## config.mk

```make
export PLATFORM = sky130hd
export DESIGN_NAME = fetch_ctrl
export DESIGN_NICKNAME = d
export VERILOG_FILES = /design/src/rtl/core_pkg.sv /design/src/rtl/inst_len_dec.sv /design/src/rtl/fetch_ctrl.sv
export SDC_FILE = /design/constraint.sdc
export NUM_CORES = 1
export LEC_CHECK = 0
export ABC_AREA = 1
export BUFFER_PORTS_ARGS = -buffer_cell sky130_fd_sc_hd__buf_4
export CORE_MARGIN = 5
export CORE_UTILIZATION = 45
export CTS_CLUSTER_SIZE = 20
export DETAILED_ROUTE_END_ITERATION = 12
export PLACE_DENSITY = 0.87
export SYNTH_ARGS = -nofsm -noshare
export SYNTH_HDL_FRONTEND = slang
export SYNTH_HIERARCHICAL = 1
export SYNTH_SLANG_ARGS = --single-unit
```

## constraint.sdc

```tcl
create_clock -name clk -period 2.3 [get_ports clk]
set_input_delay 0.46 -clock clk [delete_from_list [all_inputs] [get_ports clk]]
set_output_delay 0.46 -clock clk [all_outputs]
set_load 0.005 [all_outputs]
```

## src/rtl/core_pkg.sv

```systemverilog
`default_nettype none
// ============================================================================
// Module      : core_pkg
// Description : Shared fetch-path definitions. It holds the fetch FSM state
//               encodings, the bit position of the instruction-length flag
//               and the two PC increment sizes.
// Ports       : none (package)
// Revision    : 1.0 - initial release
// ============================================================================
package core_pkg;

  // The fetch FSM state encodings. 2'd3 is not used.
  typedef enum logic [1:0] {
    ST_VEC    = 2'd0,
    ST_FETCH  = 2'd1,
    ST_HALTED = 2'd2
  } fetch_state_e;

  // The first halfword of an instruction has this bit set when the
  // instruction is 32 bits long.
  localparam int LONG_BIT = 15;

  // The PC counts in halfwords.
  localparam int PC_INC_SHORT = 1;
  localparam int PC_INC_LONG  = 2;

endpackage
`default_nettype wire

```

## src/rtl/inst_len_dec.sv

```systemverilog
`default_nettype none
// ============================================================================
// Module      : inst_len_dec
// Description : Decodes the length of an instruction from its first
//               halfword.
// Ports       : hw_i   in  16  first (lowest-addressed) instruction halfword
//               long_o out 1   1 = 32-bit instruction, 0 = 16-bit
// Revision    : 1.0 - initial release
// ============================================================================
module inst_len_dec
  import core_pkg::*;
(
  input  logic [15:0] hw_i,
  output logic        long_o
);

  assign long_o = hw_i[LONG_BIT];

endmodule
`default_nettype wire

```

## src/rtl/fetch_ctrl.sv

```systemverilog
`default_nettype none
// ============================================================================
// Module      : fetch_ctrl
// Description : Instruction fetch controller. It has a halfword-addressed PC
//               and handles 16-bit and 32-bit instructions. It supports
//               stall, halt and redirect, and can optionally load the start
//               PC from a reset vector.
// Macro       : FETCH_CTRL_RSTVEC_EN
//               Defined   : reset enters VEC and loads the start PC from
//                           M[RESET_VEC_ADDR+1:RESET_VEC_ADDR].
//               Undefined : reset enters FETCH with pc = RESET_VEC_ADDR.
// Ports       : clk         in  1       clock; all state updates on rising edge
//               rst         in  1       asynchronous active-high reset
//               mem_addr    out ADDR_W  halfword address to instruction memory
//               mem_data    in  32      {M[mem_addr+1], M[mem_addr]}
//               stall       in  1       decode back-pressure; hold all state
//               halt        in  1       stop fetching until next redirect
//               redirect    in  1       flush and reload PC
//               redirect_pc in  ADDR_W  new PC on redirect
//               ir          out 32      fetched instruction (short zero-ext)
//               ir_valid    out 1       ir holds a valid instruction
//               ir_pc       out ADDR_W  address of the instruction in ir
//               state_o     out 2       current FSM state (debug)
// Revision    : 1.0 - initial release
// ============================================================================
module fetch_ctrl
  import core_pkg::*;
#(
  parameter int                ADDR_W         = 20,
  parameter logic [ADDR_W-1:0] RESET_VEC_ADDR = '0
) (
  input  logic              clk,
  input  logic              rst,
  output logic [ADDR_W-1:0] mem_addr,
  input  logic [31:0]       mem_data,
  input  logic              stall,
  input  logic              halt,
  input  logic              redirect,
  input  logic [ADDR_W-1:0] redirect_pc,
  output logic [31:0]       ir,
  output logic              ir_valid,
  output logic [ADDR_W-1:0] ir_pc,
  output logic [1:0]        state_o
);

`ifdef FETCH_CTRL_RSTVEC_EN
  localparam fetch_state_e RST_STATE = ST_VEC;
`else
  localparam fetch_state_e RST_STATE = ST_FETCH;
`endif

  fetch_state_e      state_q, state_d;
  logic [ADDR_W-1:0] pc_q, pc_d;
  logic [31:0]       ir_q, ir_d;
  logic [ADDR_W-1:0] ir_pc_q, ir_pc_d;
  logic              ir_valid_q, ir_valid_d;
  logic              w_long;

  inst_len_dec u_len_dec (
    .hw_i   (mem_data[15:0]),
    .long_o (w_long)
  );

  // The memory wraps the upper-halfword address, so a long fetch at the
  // top address gets M[0] as its upper half with no extra logic here.
  assign mem_addr = (state_q == ST_VEC) ? RESET_VEC_ADDR : pc_q;

  always_ff @(posedge clk or posedge rst) begin
    if (rst) begin
      state_q    <= RST_STATE;
      pc_q       <= RESET_VEC_ADDR;
      ir_q       <= 32'h0;
      ir_pc_q    <= '0;
      ir_valid_q <= 1'b0;
    end else begin
      state_q    <= state_d;
      pc_q       <= pc_d;
      ir_q       <= ir_d;
      ir_pc_q    <= ir_pc_d;
      ir_valid_q <= ir_valid_d;
    end
  end

  always_comb begin
    state_d    = state_q;
    pc_d       = pc_q;
    ir_d       = ir_q;
    ir_pc_d    = ir_pc_q;
    ir_valid_d = ir_valid_q;

    case (state_q)
      ST_VEC: begin
        // This state is a single cycle. Stall, halt and redirect have no
        // effect here.
`ifdef FETCH_CTRL_RSTVEC_EN
        pc_d = mem_data[ADDR_W-1:0];
`endif
        ir_valid_d = 1'b0;
        state_d    = ST_FETCH;
      end

      ST_FETCH: begin
        if (redirect) begin
          pc_d       = redirect_pc;
          ir_valid_d = 1'b0;
        end else if (stall) begin
          // Hold all state.
        end else if (halt) begin
          ir_valid_d = 1'b0;
          state_d    = ST_HALTED;
        end else begin
          ir_d       = w_long ? mem_data : {16'h0, mem_data[15:0]};
          ir_pc_d    = pc_q;
          ir_valid_d = 1'b1;
          pc_d       = pc_q + (w_long ? ADDR_W'(PC_INC_LONG)
                                      : ADDR_W'(PC_INC_SHORT));
        end
      end

      ST_HALTED: begin
        if (redirect) begin
          pc_d       = redirect_pc;
          ir_valid_d = 1'b0;
          state_d    = ST_FETCH;
        end
      end

      default: begin
        // The unused encoding recovers to FETCH.
        ir_valid_d = 1'b0;
        state_d    = ST_FETCH;
      end
    endcase
  end

  assign ir       = ir_q;
  assign ir_valid = ir_valid_q;
  assign ir_pc    = ir_pc_q;
  assign state_o  = state_q;

endmodule
`default_nettype wire

```

==> impl_metrics.yaml <==
status:
  status: "complete, no violations"
route:
  drt_iter0_markers: 248
  vias_per_cell: 5.02
  remaining_drc_errors: 0
  totalWireLength_um: 10400
  vias: 3642
  drt-pass1-iter-count: 5
  final_antenna_net_count: 0
  wl_per_cell_um: 14.4
pwr:
  powerDensity_mw_per_mm2: 878
  switchingPower_w: 0.00143
  power.leakage_nw: 2.64
  seqPwrFrac_pct: 41.5
  switching_share_pct: 32.3
  comb_power_share_pct: 31.1
  peakVddDrop_mv: 0.326
  p_int_w: 0.00299
  clockPowerShare_pct: 27.4
timing:
  finalHoldViolCount: 0
  timing.fmax_mhz: 516
  tightest_slew_ps: 562
  rsz0062_at_grt: "no"
  period_share_pct: 84.2
  layout_min_cycle_time_ps: 1940
  setup_slack_ps: 364
  setup_tns_ps: 0
  finalClockSkew_ps: 12.4
  setup_viol: 0
  slew_violations: 0
  max_slew_margin_pct: 62.5
synth:
  synth.ff_latch_count: 75
  avgSynthCellArea_sq_um: 7.63
  ys.flop_type: "dfrtp_1"
  syn_nets: 549
  syn_inst: 489
  synth_cell_types: 30
  seq_area_frac_synth_pct: 50.3
  synth_top_cell_area_share_pct: 49.6
  synth_edf_count: 0
  synth.largest_area_cell: "dfrtp_1"
  ys_warn_count: 6
  async_flop_share_pct: 100
  synthTopCellsByArea: "dfrtp_1 50%, nand2_1 18%, nor2_1 6.9%, o21ai_1 5.4%, inv_1 3.2%"
  post_synth_instance_area_sq_mm: 0.00373
cells_and_area:
  layout.filler_cells: 681
  antenna_cells: 0
  area_delta_synth_final_pct: 34.9
  nets: 676
  fin_area_sq_mm: 0.00503
  layout_commonest_cell: "nand2_1"
  layout_common_cells: "176 x nand2_1, 136 x buf_4, 74 x dfrtp_1"
  regArea_sq_mm: 0.00188
  multiInputGateArea_sq_mm: 0.00160
  drive_above_1_share_pct: 28.5
setup_path:
  arrival_ps: 1480
  worstPathRequired_ps: 1840
  ff2ff_path_depth: 11
  cp-start-kind: "flop"
  r2r-end: "pc_q[12]"
  reg2reg_setup_slack_ps: 410
  timing.rr.start: "pc_q[0]"
  worstSetupPathType: "flop to primary output"
  worstSetupEndpointType: "primary output"
  path_max_fanout: 20
global_routing:
  grt_pass1_vias: 3529
  overflow: 0
  antenna_found_initial: 0
  track_usage_pct: 20.7
  grt_pass1_wl_um: 16800
  grt_max_degree: 59
clock_network:
  cts_made_buffers: 9
  cts_setup_buffers: 0
  cts.sinks: 75
  htree_levels: 3
  path_clk_slew_ps: 80
  holdBufCountCts: 0
  cts_tree: "yes"
  clock_latency_ps: 350
  clockBufferDepth: 2
  cts-root-buf: "clkbuf_8"
floorplanning:
  dieArea_sq_mm: 0.0102
  ios: 132
  dieHeight_um: 101
  placementRows: 33
  coreArea_sq_mm: 0.00813
  initial_core_util_pct: 45.9
  die_x_um: 101
place:
  dpl-instance-area_sq_mm: 0.00479
  pre_cts_ws_ps: 141
  gp_congestion: 0.921
  dpl.hpwl_um: 7900
  port-buffer-count: 131
hold_path:
  hold_class: "input port to async pin"
flow_run:
  cap_violations: 0
-- synth_stat cells (2+ instances only) --
master and instances:
buf_4 5, buf_6 3, clkbuf_1 9, dfrtp_1 74, o21ai_0 15, nor2_1 69
nor2_2 2, buf_2 4, nand2_2 4, nand4_1 2, nand2_1 176, nand2_4 2
inv_2 6, o21ai_1 40, ha_1 2, o211ai_1 2, a21oi_1 2, nor2_4 3
o21a_1 2, nor3_1 2, inv_1 32, nand3_1 22, xor2_1 4
-- worst max path at each step --
stage	end	start	cells past startpoint
finish	mem_addr[14]	state_o[1]	3
global route	pc_q[12]	pc_q[0]	11
CTS	mem_addr[19]	state_o[1]	3
detailed placement	pc_q[12]	mem_data[15]	13
global placement	pc_q[12]	mem_data[15]	13
floorplan	pc_q[12]	mem_data[15]	15
-- what timing repair did --
action	in CTS	in global routing
endpoints found under the setup margin	20	2
gates resized for setup	1	1
hold endpoints to repair	0	0
-- metal layers --
metal | vias up | share of wire [%] | global-route usage (%)
met4 | 0 | 2.9 | 9.00
met1 | 1699 | 41 | 26.7
met5 | - | 0 | 0
met2 | 130 | 49 | 34.4
met3 | 31 | 6.4 | 3.46
li1 | 1782 | - | -
-- flip-flops by register name, indices dropped and copies added, names as in the netlist --
register / count
pc_q: 20
ir: 32
ir_valid: 1
state_o: 2
ir_pc: 20
-- final cells by class --
type	count	share of cell area, %
Clock buffer	9	2.46
Clock inverter	6	2.26
Tap cell	105	2.61
Timing Repair Buffer	137	20.7
Sequential cell	75	37.3
Inverter	38	2.91
Multi-Input combinational cell	355	31.8
-- stage by stage --
| step | utilization (%) | instances | total power, W | hold slack (ps) |
|---|---|---|---|---|
| global placement | 58.9 | 710 | 0.00317 | 464 |
| global route | 61.9 | 725 | 0.00470 | 205 |
| CTS | 61.8 | 725 | 0.00445 | 173 |
| finish | 61.9 | 725 | 0.00442 | 162 |
| floorplan | - | 489 | 0.00248 | 471 |
| detailed placement | 58.9 | 710 | 0.00322 | 472 |
-- worst max-delay path: stages (launching register included) --
cell	delay, ps
dfrtp_1	480
nor2_4	410
nor2_1	100
buf_4	160
-- power by group through the flow --
stage	sequential, W	clock (W)	combinational (W)
2_1_floorplan	0.00183	0	0.000649
3_3_place_gp	0.00183	0	0.00134
3_5_place_dp	0.00185	0	0.00137
4_1_cts	0.00183	0.00123	0.00139
5_1_grt	0.00188	0.00129	0.00153
6_report	0.00183	0.00121	0.00137
-- kinds of logic (layout without fill, tap and decap cells) --
| logic type | after synthesis | in the layout | synth area share [%] |
|---|---|---|---|
| AND/OR/NAND/NOR | 285 | 285 | 31.4 |
| XOR/XNOR | 4 | 4 | 0.939 |
| flip-flops | 75 | 75 | 50.3 |
| adder cells (fa/ha/maj) | 3 | 3 | 1.21 |
| buffers and inverters | 59 | 190 | 7.17 |
| AO/OA/AOI/OAI | 63 | 63 | 8.95 |
(Power assumes the default switching activity.)
